### src/rtl/uart_debug_pkg.sv
// Shared types and constants for the debug UART receiver slice.
// Latency: n/a (declarations only).
// Backpressure: n/a.
// Contents: rx_state_t FSM encoding, data width, default bit timing and FIFO depth,
// and an even-parity helper used when the parity build option is enabled.
package uart_debug_pkg;

    localparam int UART_DATA_BITS            = 8;
    localparam int UART_DEFAULT_CLKS_PER_BIT = 868;   // 100 MHz / 115200 baud
    localparam int UART_DEFAULT_FIFO_DEPTH   = 16;

    typedef enum logic [2:0] {
        IDLE,
        START,
        DATA,
        PARITY,
        STOP,
        WAIT_IDLE
    } rx_state_t;

    // Even parity: the parity bit that makes the total count of ones even.
    function automatic logic even_parity(input logic [UART_DATA_BITS-1:0] d);
        return ^d;
    endfunction

endpackage

### src/rtl/uart_debug_rx_if.sv
// Byte-stream output bundle of the debug UART receiver (valid/ready plus status).
// Latency: n/a (wiring only).
// Backpressure: ready_i pops the FIFO head; it never stalls the serial line.
// master modport: receiver side (drives data/valid/count/errors, samples ready_i).
// slave  modport: consumer side.
interface uart_debug_rx_if #(
    parameter int FIFO_DEPTH = 16
) ();
    import uart_debug_pkg::*;

    logic [UART_DATA_BITS-1:0]   data_o;
    logic                        valid_o;
    logic                        ready_i;
    logic [$clog2(FIFO_DEPTH):0] count_o;
    logic                        frame_err_o;
    logic                        parity_err_o;
    logic                        overflow_o;

    modport master (
        output data_o, valid_o, count_o, frame_err_o, parity_err_o, overflow_o,
        input  ready_i
    );

    modport slave (
        input  data_o, valid_o, count_o, frame_err_o, parity_err_o, overflow_o,
        output ready_i
    );

endinterface

### src/rtl/uart_debug_fifo.sv
// Synchronous first-word-fall-through FIFO; head entry is visible on pop_dat while !empty.
// Latency: a push is visible on pop_dat/empty the cycle after the push edge.
// Backpressure: push while full (without a same-cycle pop) is dropped and flagged on drop.
// Ports: clk, reset (async, active-high); push/push_dat in; pop in; pop_dat, full, empty,
// count (0..DEPTH), drop (1-cycle, combinational) out. DEPTH must be a power of two >= 2.
module uart_debug_fifo #(
    parameter int WIDTH = 8,
    parameter int DEPTH = 16
) (
    input  logic                     clk,
    input  logic                     reset,
    input  logic                     push,
    input  logic [WIDTH-1:0]         push_dat,
    input  logic                     pop,
    output logic [WIDTH-1:0]         pop_dat,
    output logic                     full,
    output logic                     empty,
    output logic [$clog2(DEPTH):0]   count,
    output logic                     drop
);

    localparam int AW = $clog2(DEPTH);

    logic [WIDTH-1:0] r_mem [DEPTH];
    logic [AW-1:0]    r_wr_ptr;
    logic [AW-1:0]    r_rd_ptr;
    logic [AW:0]      r_count;

    logic w_do_pop;
    logic w_do_push;

    assign empty    = (r_count == '0);
    assign full     = (r_count == (AW+1)'(DEPTH));
    assign w_do_pop = pop && !empty;
    // A pop in the same cycle frees the slot, so a full FIFO still accepts the push.
    assign w_do_push = push && (!full || w_do_pop);
    assign drop      = push && !w_do_push;
    assign pop_dat   = r_mem[r_rd_ptr];
    assign count     = r_count;

    // Storage is reset so the head byte reads 0 out of reset.
    always_ff @(posedge clk or posedge reset) begin
        if (reset) begin
            for (int i = 0; i < DEPTH; i++) begin
                r_mem[i] <= '0;
            end
        end else if (w_do_push) begin
            r_mem[r_wr_ptr] <= push_dat;
        end
    end

    // Pointers wrap naturally at DEPTH because DEPTH is a power of two.
    always_ff @(posedge clk or posedge reset) begin
        if (reset) begin
            r_wr_ptr <= '0;
            r_rd_ptr <= '0;
            r_count  <= '0;
        end else begin
            if (w_do_push) begin
                r_wr_ptr <= r_wr_ptr + 1'b1;
            end
            if (w_do_pop) begin
                r_rd_ptr <= r_rd_ptr + 1'b1;
            end
            case ({w_do_push, w_do_pop})
                2'b10:   r_count <= r_count + 1'b1;
                2'b01:   r_count <= r_count - 1'b1;
                default: r_count <= r_count;
            endcase
        end
    end

endmodule

### src/rtl/uart_debug_rx.sv
// UART receiver for the core's debug TX line: 8N1 (8E1 with UART_DEBUG_RX_PARITY_EN), bytes into a FWFT FIFO.
// Latency: byte is on data_o/valid_o the cycle after the edge that samples the stop bit.
// Backpressure: none toward the line; a byte arriving at a full FIFO is dropped and overflow_o sticks.
// Ports: clk, reset (async, active-high), rxd (async serial in, idle high), bus (uart_debug_rx_if.master:
// data_o, valid_o, ready_i, count_o, frame_err_o, parity_err_o, overflow_o).
// Build option: define UART_DEBUG_RX_PARITY_EN for an even-parity bit between data and stop.
module uart_debug_rx
    import uart_debug_pkg::*;
#(
    parameter int CLKS_PER_BIT = UART_DEFAULT_CLKS_PER_BIT,   // >= 4
    parameter int FIFO_DEPTH   = UART_DEFAULT_FIFO_DEPTH      // power of two, >= 2
) (
    input  logic             clk,
    input  logic             reset,
    input  logic             rxd,
    uart_debug_rx_if.master  bus
);

    localparam int CW = $clog2(CLKS_PER_BIT);
    localparam logic [CW-1:0] CNT_BIT_END  = CW'(CLKS_PER_BIT - 1);
    localparam logic [CW-1:0] CNT_HALF_END = CW'(CLKS_PER_BIT / 2 - 1);

    // Two-flop synchroniser; idles high like the line so reset is not seen as a start bit.
    logic r_sync1;
    logic r_sync2;
    logic w_rx_s;

    rx_state_t                 r_state,   w_state_nxt;
    logic [CW-1:0]             r_cnt,     w_cnt_nxt;
    logic [2:0]                r_bit_idx, w_bit_idx_nxt;
    logic [UART_DATA_BITS-1:0] r_shift,   w_shift_nxt;

    logic w_push;
    logic w_frame_err;
    logic r_frame_err;
    logic r_overflow;

    logic w_fifo_full;
    logic w_fifo_empty;
    logic w_fifo_drop;

`ifdef UART_DEBUG_RX_PARITY_EN
    logic r_par_err,   w_par_err_nxt;
    logic w_parity_err;
    logic r_parity_err;
`endif

    always_ff @(posedge clk or posedge reset) begin
        if (reset) begin
            r_sync1 <= 1'b1;
            r_sync2 <= 1'b1;
        end else begin
            r_sync1 <= rxd;
            r_sync2 <= r_sync1;
        end
    end

    assign w_rx_s = r_sync2;

    // FSM state and datapath registers.
    always_ff @(posedge clk or posedge reset) begin
        if (reset) begin
            r_state     <= IDLE;
            r_cnt       <= '0;
            r_bit_idx   <= '0;
            r_shift     <= '0;
            r_frame_err <= 1'b0;
`ifdef UART_DEBUG_RX_PARITY_EN
            r_par_err    <= 1'b0;
            r_parity_err <= 1'b0;
`endif
        end else begin
            r_state     <= w_state_nxt;
            r_cnt       <= w_cnt_nxt;
            r_bit_idx   <= w_bit_idx_nxt;
            r_shift     <= w_shift_nxt;
            r_frame_err <= w_frame_err;
`ifdef UART_DEBUG_RX_PARITY_EN
            r_par_err    <= w_par_err_nxt;
            r_parity_err <= w_parity_err;
`endif
        end
    end

    // Next-state / datapath logic. Every sampling point is a counter terminal value, so
    // the counter restarts at 0 on each transition into a bit-timed state.
    always_comb begin
        w_state_nxt   = r_state;
        w_cnt_nxt     = r_cnt;
        w_bit_idx_nxt = r_bit_idx;
        w_shift_nxt   = r_shift;
        w_push        = 1'b0;
        w_frame_err   = 1'b0;
`ifdef UART_DEBUG_RX_PARITY_EN
        w_par_err_nxt = r_par_err;
        w_parity_err  = 1'b0;
`endif

        case (r_state)
            IDLE: begin
                if (!w_rx_s) begin
                    w_state_nxt = START;
                    w_cnt_nxt   = '0;
                end
            end

            // Re-check the start bit at its midpoint to reject short glitches.
            START: begin
                if (r_cnt == CNT_HALF_END) begin
                    w_cnt_nxt = '0;
                    if (w_rx_s) begin
                        w_state_nxt = IDLE;
                    end else begin
                        w_state_nxt   = DATA;
                        w_bit_idx_nxt = '0;
`ifdef UART_DEBUG_RX_PARITY_EN
                        w_par_err_nxt = 1'b0;
`endif
                    end
                end else begin
                    w_cnt_nxt = r_cnt + 1'b1;
                end
            end

            // Half a bit already elapsed in START, so full-bit counts land mid-bit.
            DATA: begin
                if (r_cnt == CNT_BIT_END) begin
                    w_cnt_nxt     = '0;
                    w_shift_nxt   = {w_rx_s, r_shift[UART_DATA_BITS-1:1]};
                    w_bit_idx_nxt = r_bit_idx + 1'b1;
                    if (r_bit_idx == 3'(UART_DATA_BITS - 1)) begin
`ifdef UART_DEBUG_RX_PARITY_EN
                        w_state_nxt = PARITY;
`else
                        w_state_nxt = STOP;
`endif
                    end
                end else begin
                    w_cnt_nxt = r_cnt + 1'b1;
                end
            end

`ifdef UART_DEBUG_RX_PARITY_EN
            // Mismatch is only held here; it is reported together with the stop decision.
            PARITY: begin
                if (r_cnt == CNT_BIT_END) begin
                    w_cnt_nxt     = '0;
                    w_par_err_nxt = (even_parity(r_shift) != w_rx_s);
                    w_state_nxt   = STOP;
                end else begin
                    w_cnt_nxt = r_cnt + 1'b1;
                end
            end
`endif

            STOP: begin
                if (r_cnt == CNT_BIT_END) begin
                    w_cnt_nxt = '0;
                    if (w_rx_s) begin
`ifdef UART_DEBUG_RX_PARITY_EN
                        w_parity_err = r_par_err;
                        w_push       = !r_par_err;
`else
                        w_push       = 1'b1;
`endif
                        w_state_nxt  = IDLE;
                    end else begin
                        // Low stop bit: break or garbage; wait for the line to idle.
                        w_frame_err = 1'b1;
                        w_state_nxt = WAIT_IDLE;
                    end
                end else begin
                    w_cnt_nxt = r_cnt + 1'b1;
                end
            end

            WAIT_IDLE: begin
                if (w_rx_s) begin
                    w_state_nxt = IDLE;
                end
            end

            default: begin
                w_state_nxt = IDLE;
            end
        endcase
    end

    uart_debug_fifo #(
        .WIDTH (UART_DATA_BITS),
        .DEPTH (FIFO_DEPTH)
    ) u_fifo (
        .clk      (clk),
        .reset    (reset),
        .push     (w_push),
        .push_dat (r_shift),
        .pop      (bus.ready_i),
        .pop_dat  (bus.data_o),
        .full     (w_fifo_full),
        .empty    (w_fifo_empty),
        .count    (bus.count_o),
        .drop     (w_fifo_drop)
    );

    // Overflow stays set until reset so a consumer polling late still sees the loss.
    always_ff @(posedge clk or posedge reset) begin
        if (reset) begin
            r_overflow <= 1'b0;
        end else if (w_fifo_drop) begin
            r_overflow <= 1'b1;
        end
    end

    assign bus.valid_o     = !w_fifo_empty;
    assign bus.frame_err_o = r_frame_err;
    assign bus.overflow_o  = r_overflow;
`ifdef UART_DEBUG_RX_PARITY_EN
    assign bus.parity_err_o = r_parity_err;
`else
    assign bus.parity_err_o = 1'b0;
`endif

    // Full flag is implied by count_o at the interface; kept for the drop path inside the FIFO.
    logic w_unused;
    assign w_unused = w_fifo_full;

endmodule
### src/flat_wrapper.sv
// flat-port wrapper written by rule: the top's interface ports become plain ports
module uart_debug_rx_flat import uart_debug_pkg::*;
#(
    parameter int CLKS_PER_BIT = UART_DEFAULT_CLKS_PER_BIT,          
    parameter int FIFO_DEPTH   = UART_DEFAULT_FIFO_DEPTH                           
)
  (clk, reset, rxd, bus_data_o, bus_valid_o, bus_count_o, bus_frame_err_o, bus_parity_err_o, bus_overflow_o, bus_ready_i);
  uart_debug_rx_if #(.FIFO_DEPTH(FIFO_DEPTH)) bus_i ();
  input  logic clk;
  input  logic reset;
  input  logic rxd;
  output wire logic [$bits(bus_i.data_o)-1:0] bus_data_o;
  output wire logic [$bits(bus_i.valid_o)-1:0] bus_valid_o;
  output wire logic [$bits(bus_i.count_o)-1:0] bus_count_o;
  output wire logic [$bits(bus_i.frame_err_o)-1:0] bus_frame_err_o;
  output wire logic [$bits(bus_i.parity_err_o)-1:0] bus_parity_err_o;
  output wire logic [$bits(bus_i.overflow_o)-1:0] bus_overflow_o;
  input wire logic [$bits(bus_i.ready_i)-1:0] bus_ready_i;
  assign bus_data_o = bus_i.data_o;
  assign bus_valid_o = bus_i.valid_o;
  assign bus_count_o = bus_i.count_o;
  assign bus_frame_err_o = bus_i.frame_err_o;
  assign bus_parity_err_o = bus_i.parity_err_o;
  assign bus_overflow_o = bus_i.overflow_o;
  assign bus_i.ready_i = bus_ready_i;
  uart_debug_rx #(.CLKS_PER_BIT(CLKS_PER_BIT), .FIFO_DEPTH(FIFO_DEPTH)) u_core (.clk(clk), .reset(reset), .rxd(rxd), .bus(bus_i));
endmodule
### config.mk
export PLATFORM = sky130hd
export DESIGN_NAME = uart_debug_rx_flat
export DESIGN_NICKNAME = d
export VERILOG_FILES = /design/src/rtl/uart_debug_pkg.sv /design/src/rtl/uart_debug_rx_if.sv /design/src/rtl/uart_debug_fifo.sv /design/src/rtl/uart_debug_rx.sv /design/src/flat_wrapper.sv
export SDC_FILE = /design/constraint.sdc
export NUM_CORES = 1
export LEC_CHECK = 0
export BUFFER_PORTS_ARGS = -buffer_cell sky130_fd_sc_hd__buf_2
export CAP_MARGIN = 5
export CORE_MARGIN = 8
export CORE_UTILIZATION = 45
export DETAILED_ROUTE_END_ITERATION = 8
export HOLD_SLACK_MARGIN = 0.02
export PLACE_DENSITY_LB_ADDON = 0.12
export SLEW_MARGIN = 20
export SYNTH_ARGS = -nofsm -noshare
export SYNTH_HDL_FRONTEND = slang
export SYNTH_SLANG_ARGS = --single-unit
export TNS_END_PERCENT = 10
### constraint.sdc
create_clock -name clk -period 5.74 [get_ports clk]
set_clock_uncertainty 0.15 [all_clocks]
set_input_delay 1.435 -clock clk [delete_from_list [all_inputs] [get_ports clk]]
set_output_delay 1.435 -clock clk [all_outputs]
set_load 0.03 [all_outputs]
==> results of run 1 <==
## kinds of logic (layout without fill, tap and decap cells)
family                     Yosys count  count (layout)  share of synthesized area, %
AOI/OAI and AO/OA                   34              34                          2.57
xor gates and xnor gates            10              10                          1.08
adders and majority gates           14              14                          2.25
buffers and inverters               37              64                          1.77
DFF                                169             169                          52.1
muxes                              182             182                          31.1
other                                1               1                        0.0461
and+or+nand+nor                    101             101                          9.13
## state kept, by name, summed over array words and instances (netlist names)
signal and cells:
u_core.u_fifo.r_mem 128, u_core.r_shift 8, u_core.r_state 3, u_core.bus.frame_err_o 1
u_core.u_fifo.count 5, u_core.u_fifo.r_wr_ptr 4, u_core.r_bit_idx 3, u_core.bus.overflow_o 1
u_core.r_sync1 1, u_core.u_fifo.r_rd_ptr 4, u_core.r_sync2 1, u_core.r_cnt 10
## cells in the mapped netlist, types with 8 or more instances
cell type    n
mux2_4       8
dfrtp_1    167
nand2_1     21
mux4_2      40
nor3_1       8
o21ai_0     17
buf_1       14
nor2_8       8
mux2_2     131
nor2_2       8
clkbuf_1    12
ha_1        13
nand3_1      8
nor2_1      10
inv_1        9
## routing by layer
layer	GRT usage (%)	routed length [µm]	part of all wire, %	vias up
li1	-	-	-	2057
met1	21.5	8040	47	2422
met2	25.7	8170	47	75
met3	4.60	753	4.4	19
met4	4.75	306	1.8	0
met5	0	0	0	-
## per-stage QoR
stage	power, µW	worst slack [ns]	util [%]
floorplan	1670	1.83	-
global placement	1790	1.78	47.4
detailed placement	1800	1.73	47.4
CTS	2900	1.42	50.5
global route	2990	1.36	50.5
finish	2850	1.50	50.5
## where the power goes
part           internal (µW)  switching, µW
Clock                    607            485
Sequential              1230           97.6
Combinational            196            241
Total                   2030            824
## worst min path at each step
| stage | startpoint | endpoint | slack, ns | depth (start not counted) |
|---|---|---|---|---|
| 2_1_floorplan | u_core.r_sync1 | u_core.r_sync2 | 0.20 | 0 |
| 3_3_place_gp | u_core.r_sync1 | u_core.r_sync2 | 0.20 | 0 |
| 3_5_place_dp | u_core.r_sync1 | u_core.r_sync2 | 0.20 | 0 |
| 4_1_cts | u_core.r_sync1 | u_core.r_sync2 | 0.21 | 0 |
| 5_1_grt | u_core.r_sync1 | u_core.r_sync2 | 0.21 | 0 |
| 6_report | u_core.r_sync1 | u_core.r_sync2 | 0.21 | 0 |
## final cells by class
cell class	count	area share, %
Clock buffer	18	4.76
Clock inverter	14	1.55
Inverter	9	0.416
Multi-Input combinational cell	342	41.6
Sequential cell	169	46.9
Tap cell	229	3.18
Timing Repair Buffer	23	1.53
## worst max-delay path: cells and delay by family (launching register included)
kind                   cells  cell delay, ns
buffers and inverters      2            0.56
DFF                        1            0.64
muxes                      2            1.03
==> flow_metrics.env, run 1 <==
export IMPL_worst_r2r_endpoint="u_core.u_fifo.count[4]"
export IMPL_num_cts_buffers=17
export IMPL_final_cell_mix="166 x dfrtp_1, 131 x mux2_2, 40 x mux4_2"
export IMPL_period_minus_slack_ns=4.24
export IMPL_ioPinCount=21
export IMPL_ys_seq_area_share_pct=52.1
export IMPL_detailedRoute_firstPassIterationCount=4
export IMPL_post_drt_via_cell_ratio=5.69
export IMPL_async_flop_share_pct=100
export IMPL_holdCritPathClass="flip-flop to flip-flop"
export IMPL_multiInputGateArea_um2=3750
export IMPL_number_of_placed_instances_with_taps_included=772
export IMPL_ff2ff_setup_slack_ns=2.25
export IMPL_cts_tree="yes"
export IMPL_worstSkewPairLatency_ns=0.42
export IMPL_clock_fmax_ghz=0.236
export IMPL_clock_sinks=169
export IMPL_clock_tree_root_cell="clkbuf_16"
export IMPL_drive_above_1_share_pct=45.6
export IMPL_synth_warning_count=0
export IMPL_setup_violations_final=0
export IMPL_postSynthNetCount=566
export IMPL_grt_antenna_before_repair=0
export IMPL_startpoint_type="flip-flop"
export IMPL_rows=49
export IMPL_number_of_diodes=0
export IMPL_timing_critical_path_from="u_core.u_fifo.r_rd_ptr[0]"
export IMPL_p_leak_uw=0.00442
export IMPL_grtUsageTotal_pct=16.3
export IMPL_status="complete, no violations"
export IMPL_max_slew_margin_pct=37.8
export IMPL_critical_path_required_ns=4.16
export IMPL_critical_path_slowest_cell="dfrtp_2"
export IMPL_clk_pin_slew_ns=0.06
export IMPL_p_per_area_nw_per_um2=316
export IMPL_first_iter_violations=236
export IMPL_synthTopCellsByArea="dfrtp_1 51%, mux2_2 18%, mux4_2 11%"
export IMPL_dieArea_um2=22600
export IMPL_timing_critical_path_mode_cell="mux4_2"
export IMPL_dominantRegCellSynth="dfrtp_1"
export IMPL_area_growth_synth_to_final_pct=10.9
export IMPL_dpl_instance_area_um2=8450
export IMPL_start_util_pct=45.6
export IMPL_vias_in_the_first_global_route=4775
export IMPL_clk_path_buf_depth=2
export IMPL_r2r_cells=11
export IMPL_post_synth_cell_area_avg_um2=14.8
export IMPL_post_drt_wl_per_cell_um=21.5
export IMPL_finalNetCount=580
export IMPL_placeableCoreArea_um2=17800
export IMPL_maximum_number_of_pins_on_one_net_before_global_route_repair=170
export IMPL_die_h_um=150
export IMPL_drt_antenna_violating_nets=0
export IMPL_ys_seq_elements=169
export IMPL_post_route_fraction_of_the_period_consumed_by_the_critical_path_pct=73.9
export IMPL_ir_drop_mv=0.273
export IMPL_drv_max_cap_violation_count=0
export IMPL_io_buffer_count=19
export IMPL_critPathCaptureType="output port"
export IMPL_cts_htree_levels=4
export IMPL_max_slew_worst_pin_slew_ns=0.933
export IMPL_post_cts_resized=0
export IMPL_post_synth_num_cell_types=51
export IMPL_worstPathCellList="buf_4 -> mux4_2 -> mux4_2 -> buf_2"
export IMPL_finalWeightedCongestion=0.798
export IMPL_postCtsHoldBufs=0
export IMPL_crit_fanout=13
export IMPL_setup_tns_final_ns=0
export IMPL_layout_commonest_cell="dfrtp_1"
export IMPL_global_route_wire_length_before_repair_mm=27.8
export IMPL_final_instance_count_excl_fill=804
export IMPL_synth_top_cell_area_share_pct=51.4
export IMPL_finalHoldWorstSlack_ns=0.208
export IMPL_post_synth_top_area_cell="dfrtp_1"
export IMPL_syn_area_um2=8130
export IMPL_final_fill_count=1493
export IMPL_final_cell_area_um2=9020
export IMPL_cp_data_arrival_time_ns=2.66
export IMPL_grt_setup_unrepaired="no"
export IMPL_global_route_overflow_total=0
export IMPL_critical_path_max_stage_delay_ns=0.64
export IMPL_route_final_wire_length_mm=17.3
export IMPL_chipWidth_um=150
export IMPL_crit_reg2reg_launch="u_core.r_cnt[0]"
export IMPL_via_count=4573
export IMPL_cts_setup_buffers=0
export IMPL_area_sequential_um2=4230
export IMPL_worst_setup_path_type="flip-flop to output port"
export IMPL_dp_hpwl_mm=11.1
export IMPL_synth_edff_count=0
export IMPL_synthesis_instances=548
export IMPL_worst_setup_path_endpoint="bus_data_o[5]"
export IMPL_slew_viol_final=0
export IMPL_detail_route_drc_violations=0
export IMPL_timing_hold_violations_final=0
Power figures use the tool's default switching activity.
==> inputs of run 2 (changes only) <==
==> constraint.sdc (replaced) <==
create_clock -name clk -period 4.3 [get_ports clk]
set_clock_uncertainty 0.15 [all_clocks]
set_input_delay 1.075 -clock clk [delete_from_list [all_inputs] [get_ports clk]]
set_output_delay 1.075 -clock clk [all_outputs]
set_load 0.03 [all_outputs]
==> flow_metrics.env, run 2 (synthesis gave the netlist of run 1 again) <==
export IMPL_detailedRoute_firstPassIterationCount=4
export IMPL_drv_max_cap_violation_count=0
export IMPL_sw_frac_of_total_pct=27.6
export IMPL_clk_path_buf_depth=2
export IMPL_critPathCaptureType="output port"
export IMPL_p_per_area_nw_per_um2=426
export IMPL_post_route_fraction_of_the_period_consumed_by_the_critical_path_pct=84.2
export IMPL_startpoint_type="flip-flop"
export IMPL_clk_pin_slew_ns=0.06
export IMPL_period_minus_slack_ns=3.62
export IMPL_final_core_util_pct=50.9
export IMPL_clock_sinks=169
export IMPL_post_drt_via_cell_ratio=5.72
export IMPL_placeableCoreArea_um2=17800
export IMPL_via_count=4614
export IMPL_crit_fanout=35
export IMPL_cts_setup_buffers=0
export IMPL_number_of_placed_instances_with_taps_included=775
export IMPL_p_int_uw=2800
export IMPL_most_flop_heavy_register="u_core.u_fifo.r_mem"
export IMPL_status="complete, no violations"
export IMPL_cts_htree_levels=4
export IMPL_detail_route_drc_violations=0
export IMPL_start_util_pct=45.6
export IMPL_power_share_combinational_pct=16.4
export IMPL_worst_setup_path_type="flip-flop to output port"
export IMPL_post_drt_wl_per_cell_um=21.6
export IMPL_layout_commonest_cell="dfrtp_1"
export IMPL_chipWidth_um=150
export IMPL_post_cts_resized=0
export IMPL_area_growth_synth_to_final_pct=11.6
export IMPL_final_instance_count_excl_fill=807
export IMPL_clock_fmax_ghz=0.276
export IMPL_max_slew_margin_pct=47.7
export IMPL_p_leak_uw=0.00446
export IMPL_grt_setup_unrepaired="no"
export IMPL_max_slew_worst_pin_slew_ns=0.782
export IMPL_holdCritPathClass="flip-flop to flip-flop"
export IMPL_first_iter_violations=236
export IMPL_largestRegisters="u_core.u_fifo.r_mem (128), u_core.r_cnt (10), u_core.r_shift (8)"
export IMPL_ir_drop_mv=0.466
export IMPL_grt_antenna_before_repair=0
export IMPL_final_cell_mix="166 x dfrtp_1, 131 x mux2_2, 40 x mux4_2"
export IMPL_io_buffer_count=19
export IMPL_route_final_wire_length_mm=17.5
export IMPL_dp_hpwl_mm=11.3
export IMPL_number_of_diodes=0
export IMPL_critical_path_required_ns=3.07
export IMPL_timing_hold_violations_final=0
export IMPL_grtUsageTotal_pct=17.0
export IMPL_postCtsHoldBufs=0
export IMPL_vias_in_the_first_global_route=5078
export IMPL_clock_tree_root_cell="clkbuf_16"
export IMPL_largest_register_ff_count=128
export IMPL_setup_violations_final=0
export IMPL_cp_data_arrival_time_ns=2.40
export IMPL_maximum_number_of_pins_on_one_net_before_global_route_repair=64
export IMPL_die_h_um=150
export IMPL_rows=49
export IMPL_finalWeightedCongestion=0.764
export IMPL_power_clock_fraction_pct=38.4
export IMPL_finalNetCount=583
export IMPL_cts_tree="yes"
export IMPL_dieArea_um2=22600
export IMPL_setup_tns_final_ns=0
export IMPL_drt_antenna_violating_nets=0
export IMPL_worstSkewPairLatency_ns=0.43
export IMPL_global_route_wire_length_before_repair_mm=28.9
export IMPL_slew_viol_final=0
export IMPL_totalPowerFinal_uw=3870
export IMPL_seq_power_share_pct=45.2
export IMPL_drive_above_1_share_pct=45.3
export IMPL_global_route_overflow_total=0
export IMPL_ioPinCount=21
export IMPL_num_cts_buffers=17
export IMPL_total_switching_power_uw=1070
## run 2: cell count changes in the layout (fill, tap and decap cells not counted), moves of 2 or more
cell	before	now
clkinv_2	1	6
clkinv_4	6	0
clkbuf_1	1	4
buf_12	1	4
inv_6	3	0
clkbuf_8	0	2
## run 2: critical path, stage by stage, from the launching register on
cell	delay (ns)
dfrtp_2	0.37
buf_12	0.28
mux4_2	0.59
mux4_2	0.50
buf_2	0.20
## run 2: worst paths after layout
path	start	cells past startpoint	to	slack, ns
max	u_core.u_fifo.r_rd_ptr[0]	4	bus_data_o[4]	0.68
min reg2reg	u_core.r_sync1	0	u_core.r_sync2	0.21
min in group asynchronous	reset	2	u_core.u_fifo.r_mem[80]	0.64
max reg2reg	u_core.u_fifo.count[0]	11	u_core.u_fifo.count[4]	0.80
min	u_core.r_sync1	0	u_core.r_sync2	0.21
max in group asynchronous	reset	3	u_core.u_fifo.r_mem[53]	2.60
## run 2: routing by layer
metal	global-route usage [%]	part of all wire, %
met3	4.45	3.7
met4	4.65	1.4
met5	0	0
met1	22.9	47
met2	26.6	48
## run 2: final cells by class
class,count,area [µm²]
flip-flops and latches,169,4230
repair buffers,26,198
multi-input cells,342,3750
fillers,1528,8770
clock buffers,23,468
well taps,229,287
inverters,9,37.5
clock inverters,9,97.6
## run 2: stage by stage
stage / instance area (µm²) / hold WS (ns) / worst slack [ns]
global placement: 8510 / 0.198 / 0.726
finish: 9070 / 0.206 / 0.679
CTS: 9070 / 0.208 / 0.647
global route: 9070 / 0.213 / 0.497
detailed placement: 8510 / 0.199 / 0.589
floorplan: 8130 / 0.195 / 0.747
## run 2: power groups by stage
stage                     clock network (µW)  logic (µW)  registers [µW]
final                                   1490         632            1750
after global routing                    1590         690            1760
after CTS                               1520         653            1750
after detailed placement                   0         649            1780
after global placement                     0         644            1780
after floorplan                            0         482            1740
==> inputs of run 3 (changes only) <==
==> constraint.sdc (replaced) <==
create_clock -name clk -period 3.71 [get_ports clk]
set_clock_uncertainty 0.15 [all_clocks]
set_input_delay 0.9275 -clock clk [delete_from_list [all_inputs] [get_ports clk]]
set_output_delay 0.9275 -clock clk [all_outputs]
set_load 0.03 [all_outputs]
==> flow_metrics.env, run 3 (synthesis gave the netlist of run 1 again) <==
export IMPL_placeableCoreArea_um2=17800
export IMPL_drive_above_1_share_pct=46.7
export IMPL_vias_in_the_first_global_route=5066
export IMPL_worst_setup_path_type="flip-flop to output port"
export IMPL_detailedRoute_firstPassIterationCount=4
export IMPL_power_share_combinational_pct=15.7
export IMPL_worstSkewPairLatency_ns=0.42
export IMPL_finalWeightedCongestion=0.835
export IMPL_area_growth_synth_to_final_pct=13.1
export IMPL_critical_path_required_ns=2.63
export IMPL_number_of_diodes=0
export IMPL_finalNetCount=590
export IMPL_postCtsHoldBufs=0
export IMPL_p_int_uw=3390
export IMPL_start_util_pct=45.6
export IMPL_timing_hold_violations_final=0
export IMPL_detail_route_drc_violations=0
export IMPL_final_core_util_pct=51.5
export IMPL_area_sequential_um2=4240
export IMPL_max_slew_worst_pin_slew_ns=0.744
export IMPL_cts_htree_levels=4
export IMPL_route_final_wire_length_mm=17.7
export IMPL_largestRegisters="u_core.u_fifo.r_mem (128), u_core.r_cnt (10), u_core.r_shift (8)"
export IMPL_setup_violations_final=0
export IMPL_via_count=4627
export IMPL_dieArea_um2=22600
export IMPL_chipWidth_um=150
export IMPL_post_route_fraction_of_the_period_consumed_by_the_critical_path_pct=94.7
export IMPL_max_slew_margin_pct=50.4
export IMPL_grt_antenna_before_repair=0
export IMPL_clock_tree_root_cell="clkbuf_16"
export IMPL_setup_tns_final_ns=0
export IMPL_status="complete, no violations"
export IMPL_drt_antenna_violating_nets=0
export IMPL_largest_register_ff_count=128
export IMPL_crit_fanout=14
export IMPL_first_iter_violations=185
export IMPL_global_route_wire_length_before_repair_mm=29.0
export IMPL_drv_max_cap_violation_count=0
export IMPL_post_drt_wl_per_cell_um=21.8
export IMPL_post_drt_via_cell_ratio=5.68
export IMPL_p_per_area_nw_per_um2=512
export IMPL_clock_fmax_ghz=0.285
export IMPL_io_buffer_count=19
export IMPL_cp_data_arrival_time_ns=2.44
export IMPL_startpoint_type="flip-flop"
export IMPL_grtUsageTotal_pct=17.1
export IMPL_die_h_um=150
export IMPL_maximum_number_of_pins_on_one_net_before_global_route_repair=74
export IMPL_most_flop_heavy_register="u_core.u_fifo.r_mem"
export IMPL_grt_setup_unrepaired="no"
export IMPL_ir_drop_mv=0.430
export IMPL_critPathCaptureType="output port"
export IMPL_final_cell_mix="166 x dfrtp_1, 131 x mux2_2, 40 x mux4_2"
export IMPL_finalHoldWorstSlack_ns=0.208
export IMPL_layout_commonest_cell="dfrtp_1"
export IMPL_dp_hpwl_mm=11.6
export IMPL_rows=49
export IMPL_dpl_instance_area_um2=8550
export IMPL_multiInputGateArea_um2=3750
export IMPL_final_fill_count=1515
export IMPL_seq_power_share_pct=43.4
export IMPL_ioPinCount=21
export IMPL_final_cell_area_um2=9190
export IMPL_cts_tree="yes"
export IMPL_power_clock_fraction_pct=40.9
export IMPL_p_leak_uw=0.00452
export IMPL_period_minus_slack_ns=3.51
export IMPL_clk_path_buf_depth=2
export IMPL_clock_sinks=169
export IMPL_total_switching_power_uw=1320
export IMPL_holdCritPathClass="flip-flop to flip-flop"
export IMPL_clk_pin_slew_ns=0.07
export IMPL_num_cts_buffers=17
export IMPL_global_route_overflow_total=0
export IMPL_slew_viol_final=0
export IMPL_sw_frac_of_total_pct=28.0
-- run 3: final cells by class --
class / count / share of cell area, %
Clock buffer: 17 / 4.63
Clock inverter: 15 / 2.33
Inverter: 9 / 0.408
Multi-Input combinational cell: 342 / 40.8
Sequential cell: 169 / 46.1
Tap cell: 229 / 3.12
Timing Repair Buffer: 33 / 2.59
-- run 3: metal layers --
metal	GRT usage (%)	part of all wire [%]	vias to the layer above
li1	-	-	2070
met2	28.1	50	71
met4	5.40	2.0	0
met5	0	0	-
met3	3.55	2.9	20
met1	22.2	45	2466
-- run 3: worst max-delay path, cell delays in order, from the launching register on --
cell and delay (ns):
dfrtp_4 0.60, buf_12 0.22, mux4_2 0.52, mux4_2 0.48
buf_2 0.19
-- run 3: power by group through the flow --
stage / Sequential, µW / Clock, µW / Combinational, µW
after floorplan: 2020 / 0 / 559
after global placement: 2080 / 0 / 742
after detailed placement: 2080 / 0 / 750
after CTS: 2050 / 1960 / 753
after global routing: 2060 / 2040 / 800
final: 2040 / 1920 / 739
-- run 3: final timing paths --
check	start	to	slack [ns]	depth (start not counted)
min reg2reg	u_core.r_sync1	u_core.r_sync2	0.21	0
max in group asynchronous	reset	u_core.u_fifo.r_rd_ptr[0]	2.13	3
max reg2reg	u_core.u_fifo.count[0]	u_core.u_fifo.count[4]	0.40	11
min in group asynchronous	reset	u_core.u_fifo.r_mem[120]	0.37	2
min	u_core.r_sync1	u_core.r_sync2	0.21	0
max	u_core.u_fifo.r_rd_ptr[0]	bus_data_o[5]	0.20	4
-- run 3: what timing repair did --
| action | in CTS | in global routing |
|---|---|---|
| gates resized for setup | 0 | 1 |
| endpoints found under the setup margin | 0 | 2 |
| buffers inserted | 0 | 0 |
-- run 3: per-stage QoR --
stage / power (µW) / cells / setup slack [ns]
3_3_place_gp: 2820 / 782 / 0.467
6_report: 4710 / 814 / 0.197
5_1_grt: 4910 / 814 / 0.0936
4_1_cts: 4760 / 814 / 0.0589
2_1_floorplan: 2580 / 548 / 0.305
3_5_place_dp: 2830 / 782 / 0.369
